**src/rtl/issue_entry_fifo.sv**
```systemverilog
// Decode-to-issue entry FIFO with control-flow and CSR serialisation.
// Optional same-cycle bypass when empty: define ISSUE_FIFO_BYPASS_EN.

package ariane_pkg;
  typedef enum logic [3:0] {
    NONE, LOAD, STORE, ALU, CTRL_FLOW, MULT, CSR, FPU
  } fu_t;

  typedef struct packed {
    logic [31:0] pc;
    fu_t         fu;
    logic [7:0]  op;
    logic [4:0]  rd;
    logic [4:0]  rs1;
    logic [4:0]  rs2;
  } scoreboard_entry_t;
endpackage

module issue_entry_fifo #(
  parameter int unsigned DEPTH = 4
) (
  input  logic                             clk_i,
  input  logic                             rst_ni,
  input  logic                             flush_i,
  input  ariane_pkg::scoreboard_entry_t    issue_entry_i,
  input  logic                             issue_entry_valid_i,
  input  logic                             is_ctrl_flow_i,
  output logic                             issue_instr_ack_o,
  output ariane_pkg::scoreboard_entry_t    issue_entry_o,
  output logic                             issue_entry_valid_o,
  output logic                             is_ctrl_flow_o,
  input  logic                             issue_instr_ack_i,
  output logic [$clog2(DEPTH+1)-1:0]       count_o
);

  localparam int unsigned PTR_W = $clog2(DEPTH);
  localparam int unsigned CNT_W = $clog2(DEPTH+1);
  localparam logic [CNT_W-1:0] FULL_CNT = CNT_W'(DEPTH);

  logic [PTR_W-1:0] rd_ptr_q, rd_ptr_d, wr_ptr_q, wr_ptr_d;
  logic [CNT_W-1:0] count_q, count_d;
  logic             ctrl_pending_q, ctrl_pending_d;
  logic             csr_pending_q, csr_pending_d;

  ariane_pkg::scoreboard_entry_t mem_q [DEPTH];
  ariane_pkg::scoreboard_entry_t mem_d [DEPTH];
  logic                          ctrl_mem_q [DEPTH];
  logic                          ctrl_mem_d [DEPTH];
  logic                          iev_q [DEPTH];
  logic                          iev_d [DEPTH];

  logic empty, full, ctrl_block, csr_block, bypass;
  logic pop, pop_stored, push_write;

  assign empty      = (count_q == '0);
  assign full       = (count_q == FULL_CNT);
  assign ctrl_block = is_ctrl_flow_i & ctrl_pending_q;
  assign csr_block  = csr_pending_q |
                      ((issue_entry_i.fu == ariane_pkg::CSR) & ~empty);

  // Gated by rst_ni so the handshake reads as idle while reset is held.
  assign issue_instr_ack_o = rst_ni & issue_entry_valid_i & ~full & ~flush_i &
                             ~ctrl_block & ~csr_block;

`ifdef ISSUE_FIFO_BYPASS_EN
  assign bypass = empty & issue_instr_ack_o;
`else
  assign bypass = 1'b0;
`endif

  always_comb begin
    issue_entry_o       = '0;
    issue_entry_valid_o = 1'b0;
    is_ctrl_flow_o      = 1'b0;
    if (bypass) begin
      issue_entry_o       = issue_entry_i;
      issue_entry_valid_o = 1'b1;
      is_ctrl_flow_o      = is_ctrl_flow_i;
    end else if (!empty) begin
      issue_entry_o       = mem_q[rd_ptr_q];
      issue_entry_valid_o = iev_q[rd_ptr_q];
      is_ctrl_flow_o      = ctrl_mem_q[rd_ptr_q];
    end
  end

  assign pop        = issue_entry_valid_o & issue_instr_ack_i;
  assign pop_stored = pop & ~bypass;
  // A bypassed entry consumed in the same cycle never touches storage.
  assign push_write = issue_instr_ack_o & ~(bypass & issue_instr_ack_i);

  always_comb begin
    mem_d      = mem_q;
    ctrl_mem_d = ctrl_mem_q;
    iev_d      = iev_q;
    if (push_write) begin
      mem_d[wr_ptr_q]      = issue_entry_i;
      ctrl_mem_d[wr_ptr_q] = is_ctrl_flow_i;
      iev_d[wr_ptr_q]      = issue_entry_valid_i;
    end
  end

  always_comb begin
    rd_ptr_d       = rd_ptr_q;
    wr_ptr_d       = wr_ptr_q;
    count_d        = count_q + CNT_W'(push_write) - CNT_W'(pop_stored);
    ctrl_pending_d = ctrl_pending_q;
    csr_pending_d  = csr_pending_q;
    if (pop_stored) begin
      rd_ptr_d = rd_ptr_q + PTR_W'(1);
      if (ctrl_mem_q[rd_ptr_q]) ctrl_pending_d = 1'b0;
      if (mem_q[rd_ptr_q].fu == ariane_pkg::CSR) csr_pending_d = 1'b0;
    end
    if (push_write) begin
      wr_ptr_d = wr_ptr_q + PTR_W'(1);
      if (is_ctrl_flow_i) ctrl_pending_d = 1'b1;
      if (issue_entry_i.fu == ariane_pkg::CSR) csr_pending_d = 1'b1;
    end
    if (flush_i) begin
      rd_ptr_d       = '0;
      wr_ptr_d       = '0;
      count_d        = '0;
      ctrl_pending_d = 1'b0;
      csr_pending_d  = 1'b0;
    end
  end

  always_ff @(posedge clk_i or negedge rst_ni) begin
    if (!rst_ni) begin
      rd_ptr_q       <= '0;
      wr_ptr_q       <= '0;
      count_q        <= '0;
      ctrl_pending_q <= 1'b0;
      csr_pending_q  <= 1'b0;
    end else begin
      rd_ptr_q       <= rd_ptr_d;
      wr_ptr_q       <= wr_ptr_d;
      count_q        <= count_d;
      ctrl_pending_q <= ctrl_pending_d;
      csr_pending_q  <= csr_pending_d;
    end
  end

  // Payload storage carries no reset; outputs are masked while empty.
  always_ff @(posedge clk_i) begin
    mem_q      <= mem_d;
    ctrl_mem_q <= ctrl_mem_d;
    iev_q      <= iev_d;
  end

  assign count_o = count_q;

endmodule

```
**config.mk**
```make
export PLATFORM = sky130hd
export DESIGN_NAME = issue_entry_fifo
export DESIGN_NICKNAME = d
export VERILOG_FILES = /design/src/rtl/issue_entry_fifo.sv
export SDC_FILE = /design/constraint.sdc
export NUM_CORES = 1
export LEC_CHECK = 0
export ABC_AREA = 1
export BUFFER_PORTS_ARGS = -buffer_cell sky130_fd_sc_hd__buf_2
export CAP_MARGIN = 10
export CORE_ASPECT_RATIO = 0.7
export CORE_MARGIN = 4
export CORE_UTILIZATION = 50
export DETAILED_ROUTE_END_ITERATION = 10
export GPL_TIMING_DRIVEN = 0
export HOLD_SLACK_MARGIN = 0.15
export PLACE_DENSITY = 0.73
export REMOVE_ABC_BUFFERS = 1
export SYNTH_ARGS = -nofsm -noshare
export SYNTH_HDL_FRONTEND = slang
export SYNTH_SLANG_ARGS = --single-unit
```
**constraint.sdc**
```tcl
create_clock -name clk_i -period 4 [get_ports clk_i]
set_clock_uncertainty 0.15 [all_clocks]
set_input_delay 0.4 -clock clk_i [delete_from_list [all_inputs] [get_ports clk_i]]
set_output_delay 0.4 -clock clk_i [all_outputs]
set_load 0.02 [all_outputs]
```
== Yosys cells after proc, flatten, opt, wreduce, memory -nomap -nowiden ==
Cells that the tools add are included.

* Muxes and demuxes: 34
* Order comparisons: 3
* Eq/ne operators: 3
* Bitwise logic cells: 16
* Reduce and logical (&&, ||, !) cells: 4
* $add $sub $neg: 4

{| class="wikitable"
|+ Operator list
! kind !! count
|-
| $bwmux 236 || 1
|-
| $mux 59 || 4
|-
| $bmux 59 s2 || 1
|-
| $demux 59 s2 || 1
|-
| $mux 1 || 17
|-
| $and 1x1->1 || 8
|-
| $bwmux 4 || 2
|-
| $eq 4x3->1 const B || 2
|-
| $mux 2 || 4
|-
| $ge 3x3->1 const B || 2
|-
| $not 2->3 || 2
|-
| $not 1->1 || 5
|-
| $add 2x1->2 const B || 2
|-
| $bmux 1 s2 || 2
|-
| $reduce_bool 2->1 || 2
|-
| $add 3x1->3 || 1
|-
| $eq 3x3->1 const B || 1
|-
| $logic_not 3->1 || 1
|-
| $lt 3x1->1 const B || 1
|-
| $mux 3 || 1
|-
| $sub 3x1->3 || 1
|-
| $demux 1 s2 || 1
|-
| $logic_and 1x1->1 || 1
|-
| $or 1x1->1 || 1
|}

* Register bits: 253
* Logic and storage cells: 101
* Input port bits: 65
* Output and inout port bits: 65

== Logic depth before layout (Yosys ltp) ==
* Word-level depth: 10
* Depth in mapped cells: 15

== Worst setup path after synthesis ==
Ideal clock, no wire load.

* Path type: flip-flop to flip-flop
* Start: register count_q[1], in the netlist count_o[1]
* End: register ctrl_mem_q[0] (netlist bit) (enable)
* Period minus slack after synthesis: 4138 ps
* Arrival time: 3508 ps
* Setup slack: -138 ps
* Path buffers: 0
* Cell stages (with the launch flop): 6
* Cells stage by stage: dfrtp_1 > inv_1 > nand3_1 > nand2_1 > nand2_1 > nor2_1

* Longest elaborated chain between the ends: 6
* Elaborated cells on any way between the ends: 11
* Classes of those cells: eq/ne: 1; bitwise: 9; reduce/logical: 1

{| class="wikitable"
|+ RTL lines
! item !! line !! RTL
|-
| from (decl) || 41 || <nowiki>logic [CNT_W-1:0] count_q, count_d;</nowiki>
|-
| from (signal assigned) || 137 || <nowiki>count_q <= count_d;</nowiki>
|-
| $eq 3x3->1 or $logic_not 3->1 (tied branches) || 56, 55 ||
|-
| $not 1->1 (on tied branches) || 62, 59 ||
|-
| $and 1x1->1 (on tied branches) || 62, 59 ||
|-
| $and 1x1->1 or $or 1x1->1 (tied branches) || 62, 58 ||
|-
| $and 1x1->1 or $not 1->1 (tied branches) || 62, 63 ||
|-
| $and 1x1->1 (*) || 63 || <nowiki>~ctrl_block & ~csr_block;</nowiki>
|-
| to (signal assigned) || 146 || <nowiki>ctrl_mem_q <= ctrl_mem_d;</nowiki>
|-
| to (decl) || 47 || <nowiki>logic ctrl_mem_q [DEPTH];</nowiki>
|}

Every way passes the cells marked *; elsewhere a longest branch is shown, timed or not.
A chain may end at the register's enable or synchronous reset.

== Final worst setup path ==
* Start: register rd_ptr_q[0]
* End: register count_q[2], in the netlist count_o[2]

* Longest elaborated chain between the ends: 8

{| class="wikitable"
|+ RTL lines
! item !! line !! RTL
|-
| from (decl) || 40 || <nowiki>logic [PTR_W-1:0] rd_ptr_q, rd_ptr_d, wr_ptr_q, wr_ptr_d;</nowiki>
|-
| from (signal assigned) || 135 || <nowiki>rd_ptr_q <= rd_ptr_d;</nowiki>
|-
| $not 2->3 (implied by the code) || 81 || <nowiki>issue_entry_valid_o = iev_q[rd_ptr_q];</nowiki>
|-
| $bmux 1 s2 || 81 ||
|-
| $mux 1 (implied by the code) (2 in a row) || 81 ||
|-
| $mux 1 || 79 || <nowiki>end else if (!empty) begin</nowiki>
|-
| $and 1x1->1 || 86 || <nowiki>assign pop = issue_entry_valid_o & issue_instr_ack_i;</nowiki>
|-
| $sub 3x1->3 || 105 || <nowiki>count_d = count_q + CNT_W'(push_write) - CNT_W'(pop_stored);</nowiki>
|-
| $mux 3 || 118 || <nowiki>if (flush_i) begin</nowiki>
|-
| via count_d[2] || 41 ||
|}

The timed path passes the listed nets, and every way through them passes these cells. The select of a mux whose other input is x is not followed.

==> metrics.md <==
| Metric | Value |
|---|---|
| Status | `complete, no violations` |
| Post-synth top area share | `72.6%` |
| Final HPWL DP | `roughly 12 mm` |
| Vias | `~6600` |
| Most common cell in the synthesized netlist | `edfxtp_1` |
| Ys flop type | `edfxtp_1` |
| # port buffers | `129` |
| Htree depth | `1` |
| Diode count | `0` |
| CP max stage cell | `dfrtp_4` |
| Initial core utilization | `51.0%` |
| Synthesized flop and latch total | `253` |
| CP Launch Type | `flop` |
| Post-Layout Inst Area | `12500 sq um` |
| Setup Viol. Count Final | `0` |
| Post-Syn Instances | `814` |
| FP Rows | `43` |
| Total track usage | `19.1%` |
| Slew @ Worst Pin | `844 ps` |
| Int Pwr | `between 4 and 5 mW` |
| Post-route ant nets | `0` |
| Worst-Skew Late Latency | `510 ps` |
| Mapped Area | `10100 sq um` |
| Final max-slew violation count | `0` |
| Iter 0 DRT Violations | `420` |
| Synth unique cells | `28` |
| Relative slew slack | `43.7%` |
| DP Worst Slack | `410 ps` |
| Drt total wl | `21.9 mm` |
| Drt pass-1 iters | `5` |
| CP peak stage delay | `710 ps` |
| Most frequent cells after synthesis | `edfxtp_1 (244), nor2_1 (234), o21ai_0 (104)` |
| CTS tree | `yes` |
| Largest area contributor in the netlist | `edfxtp_1` |
| FMAX | `between 200 and 300 MHz` |
| CP cell instances | `buf_16 -> inv_6 -> nand2_1 -> nand3_2 -> nand2_2 -> nand2_4 -> nor2_8 -> ha_1 -> inv_1 -> ha_1 -> inv_1 -> fa_1 -> o21ai_0 -> a21oi_1` |
| Die Ht | `127 um` |
| Post-DP Area | `11100 sq um` |
| VDD IR-drop max | `between 300 and 400 uV` |
| Hold Path Class | `input pin to flop` |
| Worst Setup End Kind | `flop` |
| GPL Wtd Cong | `0.722` |
| DRC | `0` |
| Nets@finish | `1071` |
| Area contributors post-synth | `edfxtp_1 (73%), nor2_1 (8.7%), o21ai_0 (5.2%)` |
| YS warnings | `0` |
| Core Area | `between 15000 and 20000 sq um` |
| Area Growth Syn to Fin | `24.1%` |
| Final WS setup | `approximately 300 ps` |
| Root buffer selected by CTS | `clkbuf_16` |
| Wire per inst | `around 17 um` |
| Power share of the sequential group | `44.0%` |
| Fin crit period | `about 3700 ps` |
| Clock power share | `31.7%` |
| Crit path max fanout | `123` |
| Max-cap viol count | `0` |
| Final Hold Vio Count | `0` |
| Combinational share of power | `24.4%` |
| Pin count of the biggest net entering global routing | `124` |
| Max Buffers Root-to-Sink | `3` |
| First-pass GRT wire length | `34.1 mm` |
| Seq. cell area | `7560 sq um` |
| Seq/Total Area, Yosys | `approximately three quarters` |
| Die area | `22600 sq um` |
| Share of the clock period used by the worst path | `92.4%` |
| Switching part of the total | `a little under a third` |
| Worst Path Required | `4230 ps` |
| Vias in the first global route | `6508` |
| Unrepaired setup endpoints after global routing | `no` |
| Pleak | `4.69 nW` |
| Crit Path Class | `flop to flop` |
| Pwr Total | `6.91 mW` |
| Post-CTS Setup Bufs | `0` |
| Avg Cell Area, Syn | `12.4 sq um` |
| Die W | `178 um` |
| Multi-input logic area | `2210 sq um` |
| Filler cell count | `around 1500` |
| Initial antenna violation count | `0` |
| I/O pins | `130` |
| Post-synth ARST share | `3.56%` |
| GRT Residual Overflow | `0` |
| Avg Vias per Cell | `5.12` |
| Layout cells sized above 1 | `19.2%` |
| CTS sink count | `about 250` |
| Number of flops mapped to enable cells by yosys | `244` |
| Pwr Density | `about 550 nW/um^2` |
| P_sw | `about 2.2 mW` |
| CTS Buf Count | `24` |
| Crit path DAT | `3920 ps` |
| Clock transition at path regs | `about 60 ps` |
[worst max-delay path, delay by kind of cell (launching register included)]
family	cells	cell delay, ps
buffers and inverters	4	1050
and+or+nand+nor	5	460
adders and majority gates	3	780
AOI/OAI and AO/OA	2	290
DFF	1	710
[cells by family after synthesis]
logic type,synth area share [%]
simple gates,11.7
buf+inv,3.63
fa+ha+maj,0.942
xor+xnor,0.0867
compound gates,8.81
flops,74.8
[power groups by stage]
stage	Sequential, mW	Clock (mW)	Combinational [mW]
CTS	3.04	2.22	1.70
finish	3.04	2.19	1.68
detailed placement	3.09	0	1.64
floorplan	3.12	0	0.941
global placement	3.15	0	1.56
global route	3.04	2.36	1.85
[routing by layer]
metal  track usage (%)  vias to the layer above  share of wire (%)
met3              4.68                       23                7.7
met2              32.8                      194                 48
met5                 0                        -                  0
met1              25.1                     3162                 43
li1                  -                     3212                  -
met4              3.55                        0                1.4
[worst paths after layout]
path	start	slack, ps	cells after the start	end
max in group asynchronous	rst_ni	2520	3	rd_ptr_q[0]
worst min-delay path	issue_instr_ack_i	190	5	rd_ptr_q[0]
worst max-delay path	rd_ptr_q[0]	310	14	count_o[2]
min in group asynchronous	rst_ni	810	3	count_o[1]
worst max register to register	rd_ptr_q[0]	310	14	count_o[2]
worst min register to register	csr_pending_q	410	2	csr_pending_q
[cell type report]
cell class / instances / share of cell area, %
Clock buffer: 29 / 5.11
Clock inverter: 15 / 1.01
Inverter: 32 / 1.01
Multi-Input combinational cell: 483 / 17.6
Sequential cell: 253 / 60.3
Tap cell: 270 / 2.70
Timing Repair Buffer: 205 / 12.2
[sequential cells by signal (all words and copies together), names as in the netlist]
signal	flops
csr_pending_q	1
mem_q	236
ctrl_mem_q	4
rd_ptr_q	2
count_o	3
iev_q	4
ctrl_pending_q	1
wr_ptr_q	2
[per-stage QoR]
| step | setup TNS [ps] | hold slack, ps | utilization [%] | cells |
|---|---|---|---|---|
| CTS | 0 | 175 | 63.3 | 1287 |
| floorplan | -36010 | -45.6 | - | 768 |
| global placement | -683700 | 117 | 54.8 | 1167 |
| finish | 0 | 188 | 63.3 | 1287 |
| detailed placement | 0 | 123 | 56.2 | 1179 |
| global route | 0 | 200 | 63.3 | 1287 |
[repair_timing]
item	CTS	global route
resized for setup	0	0
endpoints found under the hold margin	259	0
hold buffers	64	0
[cell usage in the layout, fill, tap and decap left out, types with 2 or more instances in the layout]
master / count
nor2_1: 230
nand3_1: 11
nor3_1: 2
buf_12: 11
nand3_2: 2
clkbuf_1: 4
nand2_2: 3
dlygate4sd3_1: 64
nor2_2: 2
nand2_1: 41
buf_2: 129
o21ai_0: 104
edfxtp_1: 244
clkinv_2: 6
clkbuf_16: 25
a21oi_1: 62
bufinv_16: 2
nor2_4: 4
o21ai_1: 10
ha_1: 6
dfrtp_1: 7
inv_1: 29
clkinv_1: 5
clkinvlp_4: 3
No activity file was read; power rests on OpenSTA's default activity.
